==> src/rtl/uart_tx_fifo.sv <==
// rtl/uart_tx_fifo.sv - register-mapped UART transmitter with byte FIFO and drain interrupt
// Optional parity stage: define UART_TX_PARITY_EN.
module uart_tx_fifo #(
    parameter int          DEPTH       = 16,
    parameter logic [15:0] DEFAULT_DIV = 16'd434
) (
    input  logic        clk,
    input  logic        rst,
    input  logic [1:0]  addr,
    input  logic        write_enable,
    input  logic [31:0] write_data,
    output logic [31:0] read_result,
    output logic        irq,
    output logic        uart_txd
);
    localparam int AW = $clog2(DEPTH);
    localparam int CW = AW + 1;

    typedef enum logic [2:0] {S_IDLE, S_START, S_DATA, S_PARITY, S_STOP} state_t;

    state_t        r_state;
    logic [7:0]    r_mem [DEPTH];
    logic [AW-1:0] r_wptr, r_rptr;
    logic [CW-1:0] r_count;
    logic          r_ovf, r_irq_en, r_irq, r_txd, r_par;
    logic [15:0]   r_div, r_frame_div, r_bitcnt;
    logic [7:0]    r_shift;
    logic [2:0]    r_bitidx;

    logic          w_empty, w_full, w_busy, w_last, w_push, w_pop, w_accept;
    logic          w_ctrl_wr, w_irq_en_nxt, w_odd, w_unused;
    logic [15:0]   w_div_eff;
    logic [7:0]    w_head;

    assign w_empty      = (r_count == '0);
    assign w_full       = (r_count == CW'(DEPTH));
    assign w_busy       = (r_state != S_IDLE);
    assign w_last       = (r_bitcnt == r_frame_div - 16'd1);
    assign w_push       = write_enable && (addr == 2'd0);
    assign w_ctrl_wr    = write_enable && (addr == 2'd2);
    // A pop frees a slot in the same edge, so a push into a full FIFO still lands.
    assign w_pop        = !w_empty && ((r_state == S_IDLE) || ((r_state == S_STOP) && w_last));
    assign w_accept     = w_push && (!w_full || w_pop);
    assign w_irq_en_nxt = w_ctrl_wr ? write_data[0] : r_irq_en;
    assign w_div_eff    = (r_div == 16'd0) ? 16'd1 : r_div;
    assign w_head       = r_mem[r_rptr];
    assign w_unused     = ^{write_data[31:16], write_data[2], r_par};

`ifdef UART_TX_PARITY_EN
    logic r_odd;
    always_ff @(posedge clk) begin
        if (rst)            r_odd <= 1'b0;
        else if (w_ctrl_wr) r_odd <= write_data[2];
    end
    assign w_odd = r_odd;
`else
    assign w_odd = 1'b0;
`endif

    always_ff @(posedge clk) begin
        if (w_accept) r_mem[r_wptr] <= write_data[7:0];
    end

    always_ff @(posedge clk) begin
        if (rst) begin
            r_wptr   <= '0;
            r_rptr   <= '0;
            r_count  <= '0;
            r_ovf    <= 1'b0;
            r_irq_en <= 1'b0;
            r_div    <= DEFAULT_DIV;
            r_irq    <= 1'b0;
        end else begin
            if (w_accept) r_wptr <= r_wptr + 1'b1;
            if (w_pop)    r_rptr <= r_rptr + 1'b1;
            r_count <= r_count + {{AW{1'b0}}, w_accept} - {{AW{1'b0}}, w_pop};
            if (w_push && !w_accept)           r_ovf <= 1'b1;
            else if (w_ctrl_wr && write_data[1]) r_ovf <= 1'b0;
            r_irq_en <= w_irq_en_nxt;
            if (write_enable && (addr == 2'd3)) r_div <= write_data[15:0];
            r_irq <= w_irq_en_nxt && w_empty && !w_busy && !w_push;
        end
    end

    always_ff @(posedge clk) begin
        if (rst) begin
            r_state     <= S_IDLE;
            r_txd       <= 1'b1;
            r_bitcnt    <= 16'd0;
            r_bitidx    <= 3'd0;
            r_shift     <= 8'd0;
            r_par       <= 1'b0;
            r_frame_div <= 16'd1;
        end else begin
            case (r_state)
                S_IDLE, S_STOP: begin
                    if (r_state == S_STOP && !w_last) begin
                        r_bitcnt <= r_bitcnt + 16'd1;
                    end else if (w_pop) begin
                        // Divider is frozen per frame so mid-frame DIV writes take effect next frame.
                        r_shift     <= w_head;
                        r_par       <= (^w_head) ^ w_odd;
                        r_frame_div <= w_div_eff;
                        r_bitcnt    <= 16'd0;
                        r_txd       <= 1'b0;
                        r_state     <= S_START;
                    end else begin
                        r_bitcnt <= 16'd0;
                        r_txd    <= 1'b1;
                        r_state  <= S_IDLE;
                    end
                end
                S_START: begin
                    if (w_last) begin
                        r_bitcnt <= 16'd0;
                        r_bitidx <= 3'd0;
                        r_txd    <= r_shift[0];
                        r_state  <= S_DATA;
                    end else begin
                        r_bitcnt <= r_bitcnt + 16'd1;
                    end
                end
                S_DATA: begin
                    if (!w_last) begin
                        r_bitcnt <= r_bitcnt + 16'd1;
                    end else if (r_bitidx == 3'd7) begin
                        r_bitcnt <= 16'd0;
`ifdef UART_TX_PARITY_EN
                        r_txd    <= r_par;
                        r_state  <= S_PARITY;
`else
                        r_txd    <= 1'b1;
                        r_state  <= S_STOP;
`endif
                    end else begin
                        r_bitcnt <= 16'd0;
                        r_bitidx <= r_bitidx + 3'd1;
                        r_shift  <= r_shift >> 1;
                        r_txd    <= r_shift[1];
                    end
                end
                S_PARITY: begin
                    if (w_last) begin
                        r_bitcnt <= 16'd0;
                        r_txd    <= 1'b1;
                        r_state  <= S_STOP;
                    end else begin
                        r_bitcnt <= r_bitcnt + 16'd1;
                    end
                end
                default: begin
                    r_txd   <= 1'b1;
                    r_state <= S_IDLE;
                end
            endcase
        end
    end

    always_comb begin
        read_result = 32'd0;
        case (addr)
            2'd1:    read_result = {20'd0, r_ovf, w_busy, w_full, w_empty, 8'(r_count)};
            2'd2:    read_result = {29'd0, w_odd, 1'b0, r_irq_en};
            2'd3:    read_result = {16'd0, r_div};
            default: read_result = 32'd0;
        endcase
    end

    assign irq      = r_irq;
    assign uart_txd = r_txd;
endmodule

==> config.mk <==
export PLATFORM = sky130hd
export DESIGN_NAME = uart_tx_fifo
export DESIGN_NICKNAME = d
export VERILOG_FILES = /design/src/rtl/uart_tx_fifo.sv
export SDC_FILE = /design/constraint.sdc
export NUM_CORES = 1
export LEC_CHECK = 0
export CELL_PAD_IN_SITES_DETAIL_PLACEMENT = 1
export CELL_PAD_IN_SITES_GLOBAL_PLACEMENT = 1
export CORE_MARGIN = 4
export CORE_UTILIZATION = 52
export DETAILED_ROUTE_END_ITERATION = 16
export PLACE_DENSITY_LB_ADDON = 0.1
export SLEW_MARGIN = 0
export SYNTH_ARGS = -nofsm -noshare
export SYNTH_HDL_FRONTEND = slang
export SYNTH_SLANG_ARGS = --single-unit
==> constraint.sdc <==
create_clock -name clk -period 12.3 [get_ports clk]
set_input_delay 1.23 -clock clk [delete_from_list [all_inputs] [get_ports clk]]
set_output_delay 1.23 -clock clk [all_outputs]
set_load 0.03 [all_outputs]
## After elaboration in Yosys (flattened, before gate mapping)

Memories as Yosys holds them, arrays and structs flattened. A register that Yosys moved wholly into a read port is not among the register bits.
Cells that the tools add are included.

| cells by class | value |
|---|---|
| add/sub/neg operators | 7 |
| $mul | 0 |
| divide/modulo/power cells | 0 |
| order comparisons | 0 |
| eq/ne operators | 17 |
| shift operators | 0 |
| muxes and demuxes | 35 |
| bitwise logic cells | 1 |
| reduce and logical (&&, ||, !) cells | 36 |

Operator list:

| operator | count |
|---|---|
| two-way mux 16 bit | 3 |
| one-hot mux 16 bit (3 select lines) | 1 |
| two-way mux 8 bit | 4 |
| one-hot mux 16 bit (2 select lines) | 1 |
| two-way mux 3 bit | 8 |
| adder 16 x 1 -> 16 bit (second input constant) | 1 |
| == test 16 bit | 1 |
| zero test 16 bit | 1 |
| one-hot mux 8 bit (2 select lines) | 1 |
| subtractor 16 x 1 -> 16 bit (second input constant) | 1 |
| != test 2 bit (second input constant) | 7 |
| logical AND 1 bit | 12 |
| two-way mux 1 bit | 12 |
| one-hot mux 3 bit (4 select lines) | 1 |
| AND reduction 5 bit | 2 |
| adder 4 x 1 -> 4 bit (second input constant) | 2 |
| two-way mux 4 bit | 2 |
| AND reduction 4 bit | 2 |
| nonzero test 2 bit | 4 |
| == test 3 x 2 -> 1 bit (second input constant) | 2 |
| == test 3 bit (second input constant) | 2 |
| zero test 1 bit | 6 |
| one-hot mux 3 bit (2 select lines) | 1 |
| adder 5 x 1 -> 5 bit | 1 |
| other kinds (16) | 18 |

| storage, ports and cells | value |
|---|---|
| register bits | 79 |
| latch bits | 0 |
| bits in writable memories | 128 |
| memory bits (read-only) | 0 |
| input bits | 37 |
| output and inout bits | 34 |
| memories kept | 1 |

Memories:

| name | depth | width | rd ports | clocked after Yosys merged registers in | write ports | line | source |
|---|---|---|---|---|---|---|---|
| r_mem | 16 | 8 | 1 | 1 | 1 | 22 | `logic [7:0] r_mem [DEPTH];` |

## Depth between registers and ports, before layout

Gate-level depths: netlist of the first run.

| depth | value |
|---|---|
| depth after elaboration | 10 |
| gate-level depth with buffers | 20 |

## Least setup slack after synthesis of the first run

No wires, ideal clock.

| timing | value |
|---|---|
| path kind | register to register |
| start | register r_frame_div[0] |
| end | register r_count[4] |
| setup time | 0.070 ns |
| arrival time | 3.975 ns |
| required time | 12.230 ns |
| setup slack | 8.254 ns |
| stages on the path, launching flop included | 21 |
| path buffers | 3 |
| clock period less this slack | 4.046 ns |
| cells stage by stage | dfxtp_1 -> inv_1 -> ha_1 -> buf_2 -> nor3b_2 -> a21oi_1 -> nor4b_1 -> and3_1 -> clkbuf_1 -> nand3_2 -> a31oi_2 -> buf_2 -> inv_1 -> ha_1 -> inv_1 -> ha_1 -> fa_1 -> a21oi_1 -> nor2_1 -> or3_1 -> a21oi_1 |

| between the ends | value |
|---|---|
| longest elaborated chain between the ends | 9 |

RTL lines:

| element | line | source |
|---|---|---|
| start, declared | 26 | `logic [15:0] r_div, r_frame_div, r_bitcnt;` |
| start signal, assigned | 103 | `r_frame_div <= w_div_eff;` |
| subtractor 16 x 1 -> 16 bit * | 38 | `assign w_last = (r_bitcnt == r_frame_div - 16'd1);` |
| == test 16 bit * | 38 |  |
| logical AND 1 bit * | 42 | `assign w_pop = !w_empty && ((r_state == S_IDLE) \|\| ((r_state == S_STOP) && w_last));` |
| logical OR 1 bit * | 42 |  |
| logical AND 1 bit * | 42 |  |
| logical OR 1 bit | 43 | `assign w_accept = w_push && (!w_full \|\| w_pop);` |
| logical AND 1 bit | 43 |  |
| adder 5 x 1 -> 5 bit | 76 | `r_count <= r_count + {{AW{1'b0}}, w_accept} - {{AW{1'b0}}, w_pop};` |
| subtractor 5 x 1 -> 5 bit * | 76 |  |
| end signal, assigned | 76 |  |
| end, declared | 24 | `logic [CW-1:0] r_count;` |

Every way passes the cells marked *; elsewhere a longest branch is shown, timed or not.
A chain may end at the register's enable or synchronous reset.

## Final worst setup path of the first run

Same ends and word-level chain as after synthesis.

==> parameters.txt, run 1 <==
Parameter                              Value

Outcome
  Run status ... finished clean

Global route
  Total grt overflow ... 0
  Global-route wire length before repair ... 40500 um
  Number of antenna violations at the first check in global routing ... 0
  Overall global routing resource usage ... 23.9%
  Largest net degree at the start of global routing ... 64
  Number of global-route vias before repair ... 7242

Finish
  Finished Layout Cells ... 1075
  Net total in the final layout ... 877
  Fraction of layout cells with a size suffix above 1 ... 12.4%
  Antenna cell count ... 0
  Area growth syn-to-layout ... 11.3%

Synth
  Compound-cell area share of the yosys netlist ... 9.87%
  Synthesized-area fraction occupied by and/or/nand/nor cells ... 14.0%
  Fraction of synthesized cell area in xor and xnor cells ... 3.08%
  Number of cells produced by synthesis ... 811
  Main combinational cell family by area after synthesis ... simple AND/OR/NAND/NOR gates
  Multiplexer fraction of the synthesized cell area ... 11.1%
  Number of synthesized flops with an enable pin ... 128
  Primary FF master, synth ... edfxtp_1
  Post-synthesis register bit count ... 211
  Adder-cell share of the synthesized area ... 2.08%
  Number of distinct library cells after synthesis ... 76
  Cell area after synthesis ... 9970 um2
  Share of the yosys chip area belonging to registers ... 55.2%
  Number of warning messages in the yosys log ... 0
  Syn_area_per_cell ... 12.3 um2
  Proportion of register bits with asynchronous set or reset after synthesis ... 0%

Clock tree
  H-Tree Level Count ... 1
  TritonCTS clock tree ... done
  Clock Latency Late Sink ... 0.52 ns
  CTS-repair resized insts ... 0
  Maximum buffer depth of the clock tree ... 3
  Library cell used as clock root buffer ... clkbuf_16
  Clk sinks ... 211
  Number of hold buffers added after cts ... 0
  Total CTS buffers ... 23
  Clock transition at the registers of the reported paths ... 0.06 ns
  Number of buffers added for setup after CTS ... 0

Timing
  Final period demand of the worst path ... 5.00 ns
  Number of setup violations in the final report ... 0
  Highest clock rate ... 200 MHz
  Unrepaired setup endpoints after global routing ... no
  Tcrit/Tclk final ... 40.7%
  Worst relative slew slack ... 13.0%
  Total negative slack ... 0 ns
  Layout Skew ... 0.0132 ns
  Worst slew pin tran ... 1.29 ns
  Total count of hold-check failures in the final report ... 0
  Count of pins over their slew limit ... 0

Routing
  Detailed Routing Iterations Pass 1 ... 5
  Count of vias placed by the detailed router ... 6656
  Antenna violation net count after detailed routing ... 0
  DRT iter0 DRCs ... 367
  Routed wire length ... 25300 um
  Via/cell ratio ... 6.19
  Wirelength per Cell ... 23.5 um
  Drt drc ... 0

Floorplanning
  Die Span Y ... 146 um
  Initial core utilization ... 53.1%
  Num ports ... 71
  Die area ... 21400 um2
  Std-Cell Core Area ... 18800 um2
  Standard-cell rows ... 50
  Width of the die ... 146 um

Placed design
  Final HPWL DP ... 17100 um
  Routability congestion estimate ... 0.831
  Port Buffers ... 38
  Total placed cells including tap cells ... 1033

Critical path
  Standard cell with the maximum stage delay on the critical path ... a31oi_2
  Series of cell instances along the critical path ... inv_1 -> ha_1 -> nor3b_2 -> a21oi_1 -> nor4b_1 -> and3_1 -> nand3_2 -> a31oi_2 -> inv_1 -> ha_1 -> inv_1 -> ha_1 -> fa_1 -> a21oi_1 -> nor2_1 -> or3_1 -> a21oi_1
  Kind of end point of the critical path ... flip-flop
  Critical Path AT ... 5.45 ns
  Biggest fanout along the worst timing path ... 15
  Required time worst endpoint ... 12.74 ns
  Crit Path Category ... flip-flop to flip-flop
  Type of element launching the critical path ... flip-flop
  Crit-path max cell delay ... 0.71 ns

Power
  Standby leakage power ... 3.87 nW
  Power density relative to cell area ... 198 nW/um2
  IR drop worst, VDD ... 0.137 mV

Worst hold path
  Kind of path behind the tightest hold check ... flip-flop to flip-flop

Flow run
  Number of max-cap violations ... 0
-- critical path: cells and delay by family (launching register included) --
family	cells	cell delay (ns)
simple gates	6	1.96
fa+ha+maj	4	1.24
compound gates	4	1.12
flops	1	0.36
buf+inv	3	0.25
-- power breakdown --
group	switching, mW	internal [mW]
logic	0.385	0.281
clock network	0.272	0.386
registers	0.0821	0.794
total	0.739	1.46
-- cell usage after synthesis (3+ instances only) --
cell      number  share of area (%)
or3_1          6               0.38
inv_1         21               0.79
mux2_2         4               0.45
nand2_1       71                2.7
nor4b_1        4               0.35
xnor2_1       15                1.3
nand3_1       20                1.0
and3_1        28                1.8
buf_2         13               0.65
mux2i_1       15                1.5
and4_1         3               0.26
o21ai_0       12               0.60
dfxtp_1       83                 17
mux4_2        40                9.0
nand3b_1       4               0.30
nor3_1         8               0.40
a31oi_1        5               0.31
o32ai_1        3               0.26
buf_4         17                1.3
o31ai_1       18                1.4
a211o_1        7               0.62
and2_1         6               0.38
nand4_1       31                1.9
and4b_1        3               0.30
nor2_1        41                1.5
ha_1          15                1.9
buf_1          8               0.30
a21boi_0       4               0.30
a21o_1         3               0.23
a21oi_1       40                2.0
a211oi_1       3               0.23
edfxtp_1     128                 39
xor2_1        20                1.8
or4_1          3               0.23
o211ai_1      10               0.75
nor4_1         9               0.56
nor2b_1       12               0.75
clkbuf_1      31                1.2
-- through the flow --
stage | hold slack [ns] | instance area [um2] | worst slack [ns] | power, mW | utilization, %
after floorplan | 0.446 | 10000 | 8.25 | 1.37 | -
after global placement | 0.469 | 10400 | 7.27 | 1.52 | 55.3
after detailed placement | 0.493 | 10400 | 7.15 | 1.55 | 55.3
after CTS | 0.503 | 11100 | 7.29 | 2.22 | 59.1
after global routing | 0.521 | 11100 | 6.96 | 2.32 | 59.1
final | 0.505 | 11100 | 7.30 | 2.20 | 59.1
-- kinds of logic (layout without fill, tap and decap cells) --
family / Yosys count / after routing
muxes: 60 / 60
xor gates and xnor gates: 35 / 35
adders and majority gates: 16 / 16
other: 1 / 16
buffers and inverters: 94 / 109
AOI/OAI and AO/OA: 132 / 132
and+or+nand+nor: 262 / 262
DFF: 211 / 211
-- routing by layer --
metal / GRT usage, % / wire length [um] / part of all wire [%]
met2: 43.1 / 13200 / 52
met4: 8.84 / 974 / 3.8
met1: 29.3 / 10300 / 41
met3: 3.26 / 789 / 3.1
met5: 0 / 0 / 0
-- worst paths after layout --
kind,startpoint,end,slack [ns],depth (start not counted)
max reg2reg,r_frame_div[0],r_count[4],7.30,17
max,r_frame_div[0],r_count[4],7.30,17
min,r_frame_div[15],r_frame_div[15],0.50,2
min reg2reg,r_frame_div[15],r_frame_div[15],0.50,2
-- cells in the final DEF (no fill, tap or decap), types with 6 or more instances in the layout --
master           Yosys  routed
conb_1               1      16
nor2b_1             12      12
buf_4               17       8
nand3_1             20      20
a21oi_1             40      40
or3_1                6       6
dfxtp_1             83      81
ha_1                15      15
and3_1              28      28
nor4_1               9       9
mux4_2              40      40
nand4_1             31      31
xnor2_1             15      15
o211ai_1            10      10
o31ai_1             18      18
nor2_1              41      41
o21ai_0             12      12
clkbuf_16            0      23
and2_1               6       6
mux2i_1             15      15
xor2_1              20      20
a211o_1              7       7
nor3_1               8       8
edfxtp_1           128     128
inv_1               21      21
clkdlybuf4s50_1      0      37
clkbuf_1            31       7
nand2_1             71      71
-- flip-flops by register name (all words and copies together) (netlist names), named ones only --
signal	cells
r_mem	128
r_bitcnt	16
r_div	16
r_frame_div	16
r_shift	8
r_count	5
r_rptr	4
r_wptr	4
r_bitidx	3
r_state	3
irq	1
r_irq_en	1
r_ovf	1
uart_txd	1
-- final cells by class --
| type | instances | area [um2] |
|---|---|---|
| fill | 1851 | 7670 |
| tap | 234 | 293 |
| multi-input combinational | 521 | 4060 |
| clock buffer | 33 | 643 |
| inverter | 21 | 78.8 |
| timing repair buffer | 46 | 435 |
| sequential | 211 | 5510 |
| clock inverter | 9 | 80.1 |
Note: power is estimated with default switching activity, not from simulation.
==> run 2, diff against run 1 <==
--- a/config.mk
+++ b/config.mk
@@ -8,7 +8,7 @@
 export CELL_PAD_IN_SITES_DETAIL_PLACEMENT = 1
 export CELL_PAD_IN_SITES_GLOBAL_PLACEMENT = 1
 export CORE_MARGIN = 4
-export CORE_UTILIZATION = 52
+export CORE_UTILIZATION = 44
 export DETAILED_ROUTE_END_ITERATION = 16
 export PLACE_DENSITY_LB_ADDON = 0.1
 export SLEW_MARGIN = 0
==> constraint.sdc (replaced) <==
create_clock -name clk -period 4.2 [get_ports clk]
set_input_delay 0.42 -clock clk [delete_from_list [all_inputs] [get_ports clk]]
set_output_delay 0.42 -clock clk [all_outputs]
set_load 0.03 [all_outputs]
==> run 2 against run 1 <==
Effect of this change:
- worst setup slack worse by 7.0 ns
- clock power grew to 3.1 times the previous value
- sequential cell count stayed put
- critical endpoint unchanged
- non-clock buffer count is 15 higher
- highest routed layer unchanged
- clock-buffer cell count is 2 lower
==> parameters.txt, run 2 (synthesis gave the netlist of run 1 again) <==
Parameter                              Value

Critical path
  Type of element launching the critical path ... flip-flop (unchanged)
  Crit Path Category ... flip-flop to flip-flop (unchanged)
  Required time worst endpoint ... 4.66 ns (was 12.74 ns)
  Biggest fanout along the worst timing path ... 7 (was 15)
  Kind of end point of the critical path ... flip-flop (unchanged)
  Critical Path AT ... 4.40 ns (was 5.45 ns)

Timing
  Minimum setup slack in the final design ... 0.262 ns (was 7.30 ns)
  Count of pins over their slew limit ... 0 (unchanged)
  Tcrit/Tclk final ... 93.8% (was 40.7%)
  Worst slew pin tran ... 1.16 ns (was 1.29 ns)
  Highest clock rate ... 254 MHz (was 200 MHz)
  Final period demand of the worst path ... 3.94 ns (was 5.00 ns)
  Worst relative slew slack ... 22.0% (was 13.0%)
  Total count of hold-check failures in the final report ... 0 (unchanged)
  Total negative slack ... 0 ns (unchanged)
  Number of setup violations in the final report ... 0 (unchanged)
  Unrepaired setup endpoints after global routing ... no (unchanged)
  Layout Skew ... 0.0225 ns (was 0.0132 ns)

Placed design
  DP Area ... 10500 um2 (was 10400 um2)
  Post-placement setup slack ... 0.144 ns (was 7.15 ns)
  Routability congestion estimate ... 0.827 (was 0.831)
  Port Buffers ... 38 (unchanged)
  Final HPWL DP ... 17800 um (was 17100 um)

Floorplanning
  Die area ... 25100 um2 (was 21400 um2)
  Width of the die ... 158 um (was 146 um)
  Standard-cell rows ... 54 (was 50)
  Num ports ... 71 (unchanged)
  Std-Cell Core Area ... 22000 um2 (was 18800 um2)
  Initial core utilization ... 45.2% (was 53.1%)
  Die Span Y ... 158 um (was 146 um)

Clock tree
  Clock Latency Late Sink ... 0.53 ns (was 0.52 ns)
  Number of buffers added for setup after CTS ... 0 (unchanged)
  Clk sinks ... 211 (unchanged)
  Total CTS buffers ... 24 (was 23)
  TritonCTS clock tree ... done (unchanged)
  Library cell used as clock root buffer ... clkbuf_16 (unchanged)
  Maximum buffer depth of the clock tree ... 3 (unchanged)
  H-Tree Level Count ... 1 (unchanged)
  Clock transition at the registers of the reported paths ... 0.06 ns (about the same)

Worst hold path
  Kind of path behind the tightest hold check ... primary input to flip-flop (was flip-flop to flip-flop)

Flow run
  Number of max-cap violations ... 0 (unchanged)

Global route
  Global-route wire length before repair ... 40700 um (was 40500 um)
  Overall global routing resource usage ... 20.7% (was 23.9%)
  Largest net degree at the start of global routing ... 63 (was 64)
  Total grt overflow ... 0 (unchanged)
  Number of global-route vias before repair ... 7182 (was 7242)
  Number of antenna violations at the first check in global routing ... 0 (unchanged)

Finish
  Number of flip-flops under the largest register name ... 128 (unchanged)
  Area used by sequential logic in the layout ... 5510 um2 (unchanged)
  Area growth syn-to-layout ... 13.9% (was 11.3%)
  Net total in the final layout ... 893 (was 877)
  Non-Filler Cell Area, Final ... 11400 um2 (was 11100 um2)
  Reg with most FFs ... r_mem (unchanged)
  Footprint of the multi-input gates ... 4090 um2 (was 4060 um2)
  Commonest non-fill, non-tap cells in the layout ... edfxtp_1 (128), dfxtp_1 (81), nand2_1 (71) (unchanged)
  Most common cell after layout, fill and taps aside ... edfxtp_1 (unchanged)
  # fillers ... 2213 (was 1851)
  Fraction of layout cells with a size suffix above 1 ... 14.8% (was 12.4%)
  Antenna cell count ... 0 (unchanged)

Routing
  Via/cell ratio ... 5.89 (was 6.19)
  Antenna violation net count after detailed routing ... 0 (unchanged)
  Detailed Routing Iterations Pass 1 ... 4 (was 5)
  DRT iter0 DRCs ... 464 (was 367)
  Count of vias placed by the detailed router ... 6694 (was 6656)
  Wirelength per Cell ... 22.4 um (was 23.5 um)
  Drt drc ... 0 (unchanged)
  Routed wire length ... 25400 um (was 25300 um)

Outcome
  Run status ... finished clean (unchanged)

Power
  Power density relative to cell area ... 587 nW/um2 (was 198 nW/um2)
  Standby leakage power ... 3.98 nW (was 3.87 nW)
  IR drop worst, VDD ... 0.312 mV (was 0.137 mV)
run 2: cell count changes in the layout (fill, tap and decap cells not counted), moves of 2 or more:
cell and change:
nor4b_2 +2, clkinv_2 +2, nor4b_1 -2, buf_4 +15, clkbuf_1 -2
run 2: worst paths after layout:
kind / slack (ns) / startpoint / cells after the start / endpoint
setup / recovery: 0.26 / r_frame_div[0] / 15 / r_count[4]
hold / removal: 0.46 / write_data[14] / 3 / r_div[14]
setup reg to reg: 0.26 / r_frame_div[0] / 15 / r_count[4]
hold reg to reg: 0.48 / r_div[0] / 2 / r_div[0]
run 2: routing by layer:
metal / wire (um) / global-route usage [%] / part of all wire [%] / vias to the layer above
li1: - / - / - / 3107
met1: 12200 / 30.7 / 48 / 3420
met2: 11800 / 33.3 / 46 / 146
met3: 1200 / 2.80 / 4.7 / 21
met4: 251 / 3.61 / 0.99 / 0
met5: 0 / 0 / 0 / -
run 2: where the power goes:
group          internal (mW)  total, mW  switching [mW]  leakage [nW]
clock network           1.21       2.04           0.828         0.380
registers               2.33       2.59           0.263          1.83
logic                  0.896       2.04            1.14          1.77
run 2: timing repair:
| item | 4_1_cts | 5_1_grt |
|---|---|---|
| resized for setup | 0 | 6 |
| setup endpoints to repair | 0 | 1 |
| endpoints found under the hold margin | 0 | 0 |
| hold buffers | 0 | 0 |
run 2: final cells by class:
type / instances / area share, %
timing repair buffer: 61 / 4.83
tap: 280 / 3.09
sequential: 211 / 48.5
inverter: 21 / 0.694
clock inverter: 11 / 1.11
multi-input combinational: 521 / 36.1
clock buffer: 31 / 5.70
run 2: worst max-delay path, cell delays in order, from the launching register on:
cell     delay (ns)
dfxtp_1        0.35
or4_1          0.70
nor4b_2        0.29
xnor2_1        0.22
o221a_4        0.32
nand3_2        0.12
a31oi_2        0.21
inv_1          0.06
ha_1           0.27
inv_1          0.04
ha_1           0.20
fa_1           0.42
a21oi_1        0.14
nor2_1         0.06
or3_1          0.34
a21oi_1        0.13
run 2: through the flow:
| step | power [mW] | cells | hold slack (ns) | util (%) |
|---|---|---|---|---|
| 2_1_floorplan | 4.03 | 826 | 0.446 | - |
| 3_3_place_gp | 4.56 | 1094 | 0.468 | 47.9 |
| 3_5_place_dp | 4.63 | 1094 | 0.479 | 47.9 |
| 4_1_cts | 6.68 | 1136 | 0.449 | 51.4 |
| 5_1_grt | 7.02 | 1136 | 0.466 | 51.5 |
| 6_report | 6.66 | 1136 | 0.461 | 51.5 |
